## src/rtl/nibble_cnt_pkg.sv

```systemverilog
// Shared constants and nibble helpers for the nibble counter family.
package nibble_cnt_pkg;

    localparam int NIBBLE_W = 4;

    function automatic logic nib_is_zero(input logic [NIBBLE_W-1:0] i_nib);
        return i_nib == '0;
    endfunction

    function automatic logic nib_is_one(input logic [NIBBLE_W-1:0] i_nib);
        return i_nib == NIBBLE_W'(1);
    endfunction

endpackage

```

## src/rtl/nibble_down_stage.sv

```systemverilog
// One 4-bit down-counting digit with its registered borrow-lookahead flag.
module nibble_down_stage
    import nibble_cnt_pkg::*;
#(
    parameter logic [NIBBLE_W-1:0] INIT_NIB = '0
) (
    input  logic                clk,
    input  logic                i_rst,
    input  logic                i_load,
    input  logic [NIBBLE_W-1:0] i_load_nib,
    input  logic                i_en,
    input  logic                i_borrow_in,
    input  logic                i_lowest,
    output logic [NIBBLE_W-1:0] o_nib,
    output logic                o_b
);

    logic [NIBBLE_W-1:0] r_nib;
    logic                r_b;

    // NOTE: state uses non-blocking assignments so every stage samples the
    // pre-edge flags of its neighbours, exactly like the hardware does.
    always_ff @(posedge clk) begin
        if (i_rst) begin
            r_nib <= INIT_NIB;
            r_b   <= nib_is_zero(INIT_NIB);
        end else if (i_load) begin
            r_nib <= i_load_nib;
            r_b   <= nib_is_zero(i_load_nib);
        end else if (i_en) begin
            if (i_lowest || i_borrow_in)
                r_nib <= r_nib - NIBBLE_W'(1);
            // Lowest flag looks ahead one count; upper flags may lag one edge
            // after a 0->F wrap below them, which is harmless while b[0] is low.
            r_b <= i_lowest ? nib_is_one(r_nib) : nib_is_zero(r_nib);
        end
    end

    assign o_nib = r_nib;
    assign o_b   = r_b;

endmodule

```

## src/rtl/nibble_down_counter.sv

```systemverilog
// Nibble-staged down-counter with load, zero flag and terminal-count pulse.
// Optional auto-reload at zero: define NIBBLE_DOWN_COUNTER_RELOAD_EN.
module nibble_down_counter
    import nibble_cnt_pkg::*;
#(
    parameter int                         DIGITS       = 4,
    parameter logic [NIBBLE_W*DIGITS-1:0] INIT_VALUE   = '0,
    parameter logic [NIBBLE_W*DIGITS-1:0] RELOAD_VALUE = '0
) (
    input  logic                       clk,
    input  logic                       i_rst,
    input  logic                       i_load,
    input  logic [NIBBLE_W*DIGITS-1:0] i_load_value,
    input  logic                       i_en,
    output logic [NIBBLE_W*DIGITS-1:0] q,
    output logic                       o_zero,
    output logic                       o_tc
);

    localparam int W = NIBBLE_W * DIGITS;

    logic [DIGITS-1:0] w_b;
    logic [DIGITS-1:0] w_borrow;
    logic              w_load;
    logic [W-1:0]      w_load_value;
    logic              r_tc;

    assign o_zero = &w_b;

`ifdef NIBBLE_DOWN_COUNTER_RELOAD_EN
    logic w_reload;
    assign w_reload     = i_en & o_zero & ~i_load;
    assign w_load       = i_load | w_reload;
    assign w_load_value = i_load ? i_load_value : RELOAD_VALUE;
`else
    logic w_unused_reload;
    assign w_unused_reload = ^RELOAD_VALUE;
    assign w_load          = i_load;
    assign w_load_value    = i_load_value;
`endif

    assign w_borrow[0] = 1'b1;

    for (genvar k = 0; k < DIGITS; k++) begin : g_stage
        if (k > 0) begin : g_chain
            assign w_borrow[k] = w_borrow[k-1] & w_b[k-1];
        end

        nibble_down_stage #(
            .INIT_NIB (INIT_VALUE[k*NIBBLE_W +: NIBBLE_W])
        ) u_stage (
            .clk         (clk),
            .i_rst       (i_rst),
            .i_load      (w_load),
            .i_load_nib  (w_load_value[k*NIBBLE_W +: NIBBLE_W]),
            .i_en        (i_en),
            .i_borrow_in (w_borrow[k]),
            .i_lowest    (1'(k == 0)),
            .o_nib       (q[k*NIBBLE_W +: NIBBLE_W]),
            .o_b         (w_b[k])
        );
    end

    // Pulses on the edge where q goes 1 -> 0; a load or reset to 0 never fires it.
    always_ff @(posedge clk) begin
        if (i_rst)
            r_tc <= 1'b0;
        else
            r_tc <= i_en & ~i_load & nib_is_one(q[NIBBLE_W-1:0]) & (&w_b[DIGITS-1:1]);
    end

    assign o_tc = r_tc;

endmodule

```

## config.mk

```make
export PLATFORM = sky130hd
export DESIGN_NAME = nibble_down_counter
export DESIGN_NICKNAME = d
export VERILOG_FILES = /design/src/rtl/nibble_cnt_pkg.sv /design/src/rtl/nibble_down_stage.sv /design/src/rtl/nibble_down_counter.sv
export SDC_FILE = /design/constraint.sdc
export NUM_CORES = 1
export LEC_CHECK = 0
export ABC_CLOCK_PERIOD_IN_PS = 2480
export BUFFER_PORTS_ARGS = -buffer_cell sky130_fd_sc_hd__buf_2
export CAP_MARGIN = 10
export CORE_AREA = 8 8 58 60
export CTS_BUF_LIST = sky130_fd_sc_hd__clkbuf_8
export DETAILED_ROUTE_END_ITERATION = 8
export DIE_AREA = 0 0 66 68
export GPL_TIMING_DRIVEN = 0
export PLACE_DENSITY = 0.85
export RECOVER_POWER = 25
export SETUP_SLACK_MARGIN = 0.1
export SLEW_MARGIN = 20
export SYNTH_ARGS = -nofsm -noshare
export SYNTH_HDL_FRONTEND = slang
export SYNTH_HIERARCHICAL = 1
export SYNTH_SLANG_ARGS = --single-unit
```

## constraint.sdc

```tcl
create_clock -name clk -period 2.48 [get_ports clk]
set_clock_uncertainty 0.15 [all_clocks]
set_input_delay 0.124 -clock clk [delete_from_list [all_inputs] [get_ports clk]]
set_output_delay 0.124 -clock clk [all_outputs]
set_load 0.02 [all_outputs]
```

==> metrics.yaml <==
synth:
  synth-edff-count: 0
  synth_warnings: 6
  syn_area_um2: 1370
  synth_seq_cells: 21
  avgSynthCellArea_um2: 8.96
  syn_inst: 153
  yosysMostFrequentCell: "dfxtp_1"
  async_flop_share: 0
  synthTopCellsByCount: "dfxtp_1 (21), inv_1 (16), nor2_1 (16)"
  synth_area_leaders: "dfxtp_1 (31%), ha_1 (7.3%), mux2i_1 (5.8%), inv_1 (4.4%), nor2_1 (4.4%)"
  netlist.top_cell.by_area: "dfxtp_1"
  yosysUniqueCellTypes: 29
  ys.flop_type: "dfxtp_1"
  ys_seq_area_frac: 0.307
  synth_top_cell_area_share: 0.307
clock_network:
  clk_pin_slew_worst_paths_ns: 0.08
  cts_buffer_depth: 2
  worstSkewPairLatency_ns: 0.26
  cts_inserted_buffers: 3
  htreeDepth: 1
  cts_root_buffer: "clkbuf_8"
  numClockSinks: 21
  cts_tree: "yes"
  postCtsSetupRepairBufs: 0
placed_design:
  dp_slack_ns: 0.950
  dp_hpwl_um: 2580
  io_buffer_count: 37
  globalplace.congestion: 0.871
  post_dp_cell_area_um2: 1620
setup_path:
  cp-startpoint: "g_stage[1].u_stage/o_nib[0]"
  critPathTopFamily: "compound AO/OA/AOI/OAI gates"
  cpMaxStageDelayCell: "a2111oi_0"
  worst-path-max-fanout: 4
  r2r.worst_path.cells: 4
  cp.arrival_ns: 1.57
  worst-setup-path-type: "flop to flop"
  worstPathCellList: "inv_1 -> ha_1 -> and4b_1 -> a2111oi_0"
  r2r-start: "g_stage[1].u_stage/o_nib[0]"
  worstSetupEndpointType: "flop"
  crit-reg2reg-capture: "g_stage[1].u_stage/o_nib[2]"
  cp.required_ns: 2.43
  cpPeakStageDelay_ns: 0.40
  path_depth: 4
  start_kind: "flop"
  cp.buffers_inverters: 1
  reg2reg_slack_ns: 0.86
  cp-endpoint: "g_stage[1].u_stage/o_nib[2]"
sta:
  maxSlewViolCount: 0
  finalSetupViolCount: 0
  fin_crit_ns: 1.62
  hold_ws_ns: 0.0289
  max_freq_mhz: 617
  fin_setup_tns_ns: 0
  worstMarginPinSlew_ns: 0.487
  rsz0062_at_grt: "no"
  final_hold_viol_count: 0
  relSlewSlack: 0.667
  worst_slack_ns: 0.860
  min_period_over_period: 0.653
finish:
  layout.nets: 238
  drive_gt1_frac: 0.172
  final_cell_area_um2: 1740
  antenna_cells: 0
  area_growth_pct: 26.6
  fin_util: 0.676
global_route:
  grt_pass1_vias: 1335
  grt_max_degree: 30
  grt-ovfl-total: 0
  grt_first_pass_wirelength_um: 5930
  antenna_found_initial: 0
  grt_usage: 0.162
power_and_ir_drop:
  max-vdd-ir-drop_uv: 409
  p_leak_nw: 0.821
  p_per_area_nw_per_um2: 508
drt:
  finalWirelength_um: 3620
  route.detailed.wl_per_inst_um: 15.1
  drt-pass1-iter-count: 4
  dr_total_vias: 1328
  ant_nets: 0
  drt_iter0_markers: 70
  remaining_drc_errors: 0
  vias_per_cell: 5.53
die:
  ios: 38
  initial_core_util: 0.534
  coreArea_um2: 2570
  die_area_um2: 4490
  die_h_um: 68
  fp.dieW_um: 66
  rows: 19
worst_hold_path:
  hold_depth: 3
  worst_hold_path_type: "input pin to flop"
outcome:
  status: "completed"
run:
  max_cap_viol_count: 0
-- layer usage --
metal / share of wire / wire length, um / track usage / vias to the layer above
met5: 0 / 0 / 0 / -
met4: 0.0061 / 22 / 0.0400 / 0
met3: 0.042 / 152 / 0.0262 / 4
met2: 0.51 / 1850 / 0.313 / 28
met1: 0.44 / 1590 / 0.181 / 634
li1: - / - / - / 662
-- sequential cells by signal (all words and copies together), names as in the netlist --
| register | count |
|---|---|
| o_tc | 1 |
| g_stage.u_stage/o_b | 4 |
| g_stage.u_stage/o_nib | 16 |
-- final cells by class --
cell class	count	area [um^2]
Sequential cell	21	420
Inverter	16	60.1
Fill cell	216	832
Clock buffer	3	41.3
Tap cell	31	38.8
Timing Repair Buffer	45	254
Clock inverter	1	3.75
Buffer	4	45.0
Multi-Input combinational cell	119	872
-- worst reg2reg max path, cell delays in order (launching register included) --
cell and delay [ns]:
dfxtp_1 0.39, inv_1 0.09, ha_1 0.24, and4b_1 0.20, a2111oi_0 0.40
-- cells by family (layout without fill, tap and decap cells) --
| group | after synthesis | in the layout | synth area share |
|---|---|---|---|
| compound gates | 28 | 28 | 0.164 |
| xor+xnor | 4 | 4 | 0.0255 |
| fa+ha+maj | 8 | 8 | 0.0730 |
| buf+inv | 20 | 69 | 0.0766 |
| flops | 21 | 21 | 0.307 |
| mux | 8 | 8 | 0.0584 |
| other cells | 2 | 9 | 0.00548 |
| simple gates | 62 | 62 | 0.290 |
-- layout by cell type, fill, tap and decap left out, types with 5 or more instances in the layout --
master and n:
buf_2 28, clkbuf_1 9, conb_1 9, dfxtp_1 21, dlygate4sd3_1 8, ha_1 8, inv_1 17, mux2i_1 8
nor2_1 16, nor4bb_1 5
-- metrics by stage --
| stage | total power [W] | cells |
|---|---|---|
| 6_report | 0.000882 | 240 |
| 5_1_grt | 0.000930 | 240 |
| 4_1_cts | 0.000885 | 240 |
| 3_5_place_dp | 0.000653 | 228 |
| 3_3_place_gp | 0.000639 | 228 |
| 2_1_floorplan | 0.000567 | 160 |
-- how the worst min path moves through the flow --
stage,from,to
floorplan,i_rst,g_stage[0].u_stage/o_nib[3]
global placement,i_load_value[9],g_stage[2].u_stage/o_nib[1]
finish,i_load_value[3],g_stage[0].u_stage/o_b
detailed placement,i_load_value[13],g_stage[3].u_stage/o_nib[1]
global route,i_load_value[7],g_stage[1].u_stage/o_b
CTS,i_load_value[3],g_stage[0].u_stage/o_b
-- power breakdown --
group          internal, W  switching, W  leakage (nW)
logic             0.000115      0.000146         0.619
registers         0.000368     0.0000310         0.175
clock network     0.000110      0.000112        0.0269
-- what timing repair did --
action | 4_1_cts | 5_1_grt
hold buffers | 8 | 0
hold endpoints to repair | 8 | 0
resized for setup | 0 | 0
(Power assumes the default switching activity.)
